--- src/rtl/adder_pkg.sv ---
// Shared types and sizing helpers for the chunked carry-select adder.
// Chunk count and index width are derived from the WIDTH/CHUNK parameters of the top.
package adder_pkg;

  typedef enum logic [1:0] {
    IDLE = 2'd0,
    RUN  = 2'd1,
    DONE = 2'd2
  } state_t;

  function automatic int nchunk(input int width, input int chunk);
    return width / chunk;
  endfunction

  // NCHUNK >= 2 is required, so $clog2 never yields 0 in legal configurations.
  function automatic int idx_width(input int n);
    return (n < 2) ? 1 : $clog2(n);
  endfunction

  localparam int DEF_WIDTH = 32;
  localparam int DEF_CHUNK = 8;
  localparam int DEF_IDX_W = idx_width(nchunk(DEF_WIDTH, DEF_CHUNK));

endpackage

--- src/rtl/csel_chunk.sv ---
// One carry-select slice: two CHUNK-bit adders (carry-in 0 and 1) and a per-bit 2:1 select.
// Purely combinational; res = {carry_out, sum[CHUNK-1:0]}.
module csel_chunk #(
  parameter int CHUNK = 8
) (
  input  logic [CHUNK-1:0] a,
  input  logic [CHUNK-1:0] b,
  input  logic             sel,
  output logic [CHUNK:0]   res
);

  logic [CHUNK:0] s0;
  logic [CHUNK:0] s1;

  assign s0 = {1'b0, a} + {1'b0, b};
  assign s1 = {1'b0, a} + {1'b0, b} + {{CHUNK{1'b0}}, 1'b1};

  always_comb begin
    res = '0;
    for (int i = 0; i <= CHUNK; i++) begin
      res[i] = sel ? s1[i] : s0[i];
    end
  end

endmodule

--- src/rtl/csel_add_seq.sv ---
// Multi-cycle chunked carry-select adder: one WIDTH-bit add per accepted start,
// CHUNK bits per cycle LSB first. Handshake: start is sampled only in IDLE; done pulses for one cycle.
module csel_add_seq
  import adder_pkg::*;
#(
  parameter int WIDTH = 32,
  parameter int CHUNK = 8
) (
  input  logic             clk,
  input  logic             rst,
  input  logic             start,
  input  logic [WIDTH-1:0] a,
  input  logic [WIDTH-1:0] b,
  input  logic             cin,
  output logic             busy,
  output logic             done,
  output logic [WIDTH-1:0] sum,
  output logic             cout
);

  localparam int NCHUNK = nchunk(WIDTH, CHUNK);
  localparam int IW     = idx_width(NCHUNK);
  localparam logic [IW-1:0] LAST = IW'(NCHUNK - 1);

  state_t           state;
  logic [WIDTH-1:0] a_q;
  logic [WIDTH-1:0] b_q;
  logic             carry_q;
  logic [IW-1:0]    idx;
  logic [CHUNK-1:0] a_c;
  logic [CHUNK-1:0] b_c;
  logic [CHUNK:0]   sel_res;

  assign a_c = a_q[int'(idx)*CHUNK +: CHUNK];
  assign b_c = b_q[int'(idx)*CHUNK +: CHUNK];

  csel_chunk #(.CHUNK(CHUNK)) u_chunk (
    .a   (a_c),
    .b   (b_c),
    .sel (carry_q),
    .res (sel_res)
  );

  always_ff @(posedge clk or posedge rst) begin
    if (rst) begin
      state   <= IDLE;
      busy    <= 1'b0;
      done    <= 1'b0;
      sum     <= '0;
      cout    <= 1'b0;
      idx     <= '0;
      carry_q <= 1'b0;
      a_q     <= '0;
      b_q     <= '0;
    end else begin
      case (state)
        IDLE: begin
          done <= 1'b0;
          if (start) begin
            a_q     <= a;
            b_q     <= b;
            carry_q <= cin;
            idx     <= '0;
            busy    <= 1'b1;
            state   <= RUN;
          end
        end
        RUN: begin
          sum[int'(idx)*CHUNK +: CHUNK] <= sel_res[CHUNK-1:0];
          carry_q <= sel_res[CHUNK];
          idx     <= idx + IW'(1);
          if (idx == LAST) begin
            cout  <= sel_res[CHUNK];
            done  <= 1'b1;
            state <= DONE;
          end
        end
        DONE: begin
          done  <= 1'b0;
          busy  <= 1'b0;
          state <= IDLE;
        end
        default: begin
          done  <= 1'b0;
          busy  <= 1'b0;
          state <= IDLE;
        end
      endcase
    end
  end

endmodule
--- config.mk ---
export PLATFORM = sky130hd
export DESIGN_NAME = csel_add_seq
export DESIGN_NICKNAME = d
export VERILOG_FILES = /design/src/rtl/adder_pkg.sv /design/src/rtl/csel_chunk.sv /design/src/rtl/csel_add_seq.sv
export SDC_FILE = /design/constraint.sdc
export NUM_CORES = 1
export LEC_CHECK = 0
export CAP_MARGIN = 20
export CORE_MARGIN = 3
export CORE_UTILIZATION = 42
export CTS_BUF_LIST = sky130_fd_sc_hd__clkbuf_2
export DETAILED_ROUTE_END_ITERATION = 8
export PLACE_DENSITY_LB_ADDON = 0.15
export SETUP_SLACK_MARGIN = 0.1
export SYNTH_ARGS = -nofsm -noshare
export SYNTH_HDL_FRONTEND = slang
export SYNTH_SLANG_ARGS = --single-unit
--- constraint.sdc ---
create_clock -name clk -period 4.2 [get_ports clk]
set_input_delay 0.63 -clock clk [delete_from_list [all_inputs] [get_ports clk]]
set_output_delay 0.63 -clock clk [all_outputs]
set_load 0.05 [all_outputs]
Word-level counts from Yosys, hierarchy flattened
Index checks and enable logic that the tools add are counted.
{ "classes": {"n_reduce_logical": 7, "shifts": 4, "eq_ne": 4, "bitwise": 1, "addsub": 4, "muxes": 21} }
{ "ops": {"columns": ["operator", "n"], "rows": [
  ["$shiftx A32 B6 Y8", 2],
  ["$neg A5 Y33", 1],
  ["$shift A8 B33 Y32 const A", 1],
  ["$shiftx A8 B33 Y32", 1],
  ["$bwmux W32", 1],
  ["$mux W1", 13],
  ["$reduce_and A2 Y1", 5],
  ["$add A8 B8 Y9", 1],
  ["$add A9 B1 Y9 const B", 1],
  ["$pmux W2 S2", 2],
  ["$mux W2", 3],
  ["$ne A2 B2 Y1 const B", 2],
  ["$pmux W1 S2", 2],
  ["$add A2 B1 Y2 const B", 1],
  ["$eq A2 B1 Y1 const B", 1],
  ["$eq A2 B2 Y1 const B", 1],
  ["$logic_not A2 Y1", 1],
  ["$reduce_bool A2 Y1", 1],
  ["$not A1 Y1", 1]
]} }
{ "totals": {"out_inout_bits": 35, "wordCells": 50, "reg_bits": 104} }

Longest topological paths before layout
{ "depth": {"word_depth": 6, "depth_mapped": 13} }

Hierarchy
From an unflattened synthesis, not the netlist that was laid out.
{ "unflattened": {"hier_cells": 349, "area_unflattened_um2": 4919.7} }
{ "by_module_without_submodules": {"columns": ["mod", "area_each_um2", "n_inst", "cells_each"], "rows": [
  ["csel_add_seq", 4398.0, 1, 286],
  ["csel_chunk", 521.8, 1, 63]
]} }

Worst setup path after synthesis
No wires, ideal clock.
{ "synth_timing": {"path_type": "flip-flop to flip-flop", "startpoint": "reg idx[0]", "endpoint": "reg sum[23]", "setup_ns": 0.069, "path_slack_ns": 0.695, "required_time_ns": 4.131, "period_less_slack_ns": 3.505, "t_arrival_ns": 3.436, "path_stages_with_launch": 11, "cell_sequence": "dfrtp_1 buf_2 buf_2 mux4_2 ha_1 inv_1 fa_1 nor3_1 nand4_2 or4_1 nand3_1"} }
{ "synth_via": {"elab_chain_cells": 6} }
{ "synth_rtl": {"columns": ["item", "line_no", "text"], "rows": [
  ["start: declaration", "csel_add_seq.sv:29", "logic [IW-1:0] idx;"],
  ["start signal: assignment", "csel_add_seq.sv:71", "idx <= idx + IW'(1);"],
  ["$shiftx A32 B6 Y8 (on tied branches)", "csel_add_seq.sv:34, csel_add_seq.sv:35", null],
  ["$add A8 B8 Y9", "csel_chunk.sv:15, csel_chunk.sv:16", null],
  ["$add A9 B1 Y9", "csel_chunk.sv:16", "assign s1 = {1'b0, a} + {1'b0, b} + {{CHUNK{1'b0}}, 1'b1};"],
  ["$mux W1", "csel_chunk.sv:21", "res[i] = sel ? s1[i] : s0[i];"],
  ["$shiftx A8 B33 Y32", "csel_add_seq.sv:69", "sum[int'(idx)*CHUNK +: CHUNK] <= sel_res[CHUNK-1:0];"],
  ["$bwmux W32 (*)", "csel_add_seq.sv:69", null],
  ["end signal: indexed assignment", "csel_add_seq.sv:69", null],
  ["end: declaration", "csel_add_seq.sv:17", "output logic [WIDTH-1:0] sum,"]
]} }
Every way passes the cells marked *; elsewhere a longest branch is shown, timed or not.
A chain may end at the register's enable or synchronous reset.

Worst setup path after layout
{ "layout_timing": {"startpoint": "reg idx[0]", "endpoint": "reg sum[31]"} }
Same word-level chain as after synthesis.

==> flow_metrics.py <==
metrics = {
    "layout": {
        "diodes": 0,
        "regArea_mm2": 0.002603,
        "fillers": 980,
        "syn_to_final_growth_pct": 26.76,
        "final_nets": 561,
        "multi_input_area_mm2": 0.002182,
        "drive_above_1_share_pct": 24.48,
    },
    "setup_path": {
        "slowest_stage": "dfrtp_1",
        "end_kind": "flop",
        "crit_buf_inv": 1,
        "cp.required_ns": 4.71,
        "crit_family": "simple AND/OR/NAND/NOR gates",
        "start_kind": "flop",
        "crit_fanout": 9,
        "critical_path_class": "flop to flop",
        "worstPathArrival_ns": 4.12,
        "crit_path_max_incr_delay_ns": 0.77,
        "cp_cell_sequence": "buf_4, mux4_2, ha_1, and3_1, a221oi_2, xnor2_2, nand4_2, or4_1, nand3_1",
    },
    "sta": {
        "finalHoldViolations": 0,
        "setup_ws_ns": 0.5918,
        "setup_tns_ns": 0,
        "rsz0062_at_grt": "false",
        "max_clock_freq_ghz": 0.2771,
        "fin_crit_sh_pct": 85.91,
        "timing.hold.ws_ns": 0.3936,
        "final.min_clock_period_ns": 3.608,
        "worst_slew_pin_slew_ns": 0.8167,
        "finalClockSkew_ns": 0.03921,
        "drv_slew": 0,
        "finalSetupViolCount": 0,
        "maxSlewHeadroom_pct": 45.55,
    },
    "clock_tree": {
        "htree_levels": 3,
        "clock_sinks": 104,
        "cts_buffers": 9,
        "cts_tree": "built",
        "post_cts_resized": 0,
        "clk_latency_ns": 0.57,
        "holdBufCountCts": 0,
        "root_buffer": "clkbuf_2",
        "post_cts_buffers": 0,
        "cts.clk_slew.worst_paths_ns": 0.30,
        "cts_buffer_depth": 2,
    },
    "global_routing": {
        "grt_pass1_vias": 3333,
        "gr-total-overflow": 0,
        "antenna_found_initial": 0,
        "grt_start_max_net_pins": 67,
        "grt_use_total_pct": 16.64,
        "grt_pass1_wl_um": 16910,
    },
    "min_path": {
        "hold_path_class": "primary input to async pin",
    },
    "place": {
        "gp_congestion": 0.7558,
        "hpwl_um": 7937,
        "portBuffers": 102,
        "pre_cts_ws_ns": 0.5918,
    },
    "detailed_routing": {
        "final_antenna_net_count": 0,
        "drt_wl_total_um": 10310,
        "viasPerCell": 5.244,
        "drt-pass1-iter-count": 4,
        "wl_per_cell_um": 16.58,
        "drt_iter0_drc": 172,
        "vias": 3262,
        "drcViolationCount": 0,
    },
    "flow_run": {
        "maxCapViolations": 0,
    },
    "synth": {
        "ys_types": 50,
        "synthCells": 371,
        "seq_area_frac_synth_pct": 53.17,
        "yosysMostFrequentCell": "dfrtp_1",
        "ys_top_cells_by_count": "dfrtp_1 (104), mux2_2 (65), nand2_1 (42), o21ai_0 (28), mux4_2 (16)",
        "ys_ff_latch": 104,
        "async_flop_share_pct": 100.0,
        "synth_flop_cell": "dfrtp_1",
        "synth_edf_count": 0,
        "synth_top_area_cell": "dfrtp_1",
        "synth_top_area_share_pct": 53.17,
        "synth_nets": 455,
        "netlist_area_mm2": 0.004895,
        "syn_area_per_cell_um2": 13.19,
        "netlist_top_cells_area": "dfrtp_1 (53%), mux2_2 (15%), mux4_2 (7.4%)",
        "synth_warnings": 0,
    },
    "die": {
        "die_x_um": 114.0,
        "core-area_mm2": 0.01113,
        "die_area_mm2": 0.01299,
        "chipHeight_um": 114.0,
        "ios": 103,
        "rows": 38,
        "start_util_pct": 43.99,
    },
    "status": {
        "status": "finished, final reports clean",
    },
}
-- sequential cells by signal, summed over array words and instances (netlist names) --
register,count
carry_q,1
a_q,32
idx,2
busy,1
state,2
b_q,32
done,1
sum,32
cout,1
-- final timing paths --
kind                               from       to  slack (ns)  cells after the start
min in group clk                sum[11]  sum[11]        0.52                      2
worst max register to register   idx[0]  sum[31]        0.59                      9
max in group asynchronous           rst  b_q[11]        3.13                      3
worst min register to register  sum[11]  sum[11]        0.52                      2
worst max-delay path             idx[0]  sum[31]        0.59                      9
worst min-delay path                rst   sum[1]        0.39                      2
-- cell families (layout without fill, tap and decap cells) --
logic type,count (synthesis),count (layout),share of synthesized area (%)
buffers and inverters,27,138,2.403
AND/OR/NAND/NOR,76,76,7.975
multiplexers,81,81,22.32
flip-flops,104,104,53.17
XOR/XNOR,13,13,3.017
AO/OA/AOI/OAI,54,54,6.876
adder cells (fa/ha/maj),16,16,4.243
-- final cells by class --
| cell class | count | area share (%) |
|---|---|---|
| clock buffer | 9 | 0.7260 |
| clock inverter | 7 | 0.8873 |
| inverter | 13 | 0.8268 |
| multi-input combinational | 240 | 35.17 |
| sequential | 104 | 41.94 |
| tap | 140 | 2.823 |
| timing repair buffer | 109 | 17.62 |
-- cell usage in the layout (no fill, tap or decap), types with 2 or more instances in the layout --
master and count:
a21o_1 3, a21oi_1 3, a31oi_1 2, and2b_1 2, buf_4 6, clkbuf_2 9, clkdlybuf4s50_1 102, clkinv_4 2
dfrtp_1 104, ha_1 15, inv_1 12, inv_6 2, mux2_2 65, mux4_2 16, nand2_1 42, nand2_4 2
nand3_1 4, nand4_1 2, nor2_1 6, nor3_1 2, o211ai_1 3, o21ai_0 28, o21ai_1 3, o31ai_1 2
or2_2 2, or4_1 4, xnor2_1 6, xor2_1 4
-- stage by stage --
step / util, % / cells / cell area [um^2]
after detailed placement: 54.87 / 606 / 6105
final: 55.77 / 622 / 6205
after floorplan: - / 371 / 4895
after global placement: 54.62 / 605 / 6077
after CTS: 55.77 / 622 / 6205
after global routing: 55.77 / 622 / 6205
-- routing by layer --
layer	wire (um)	share of wire, %	GRT usage [%]
met1	4372	42	21.03
met2	5370	52	29.51
met3	481	4.7	2.865
met4	86	0.83	4.513
met5	0	0	0
Power is not shown: default switching activity piles up to over one toggle a cycle in this logic, so the estimate is an artifact.
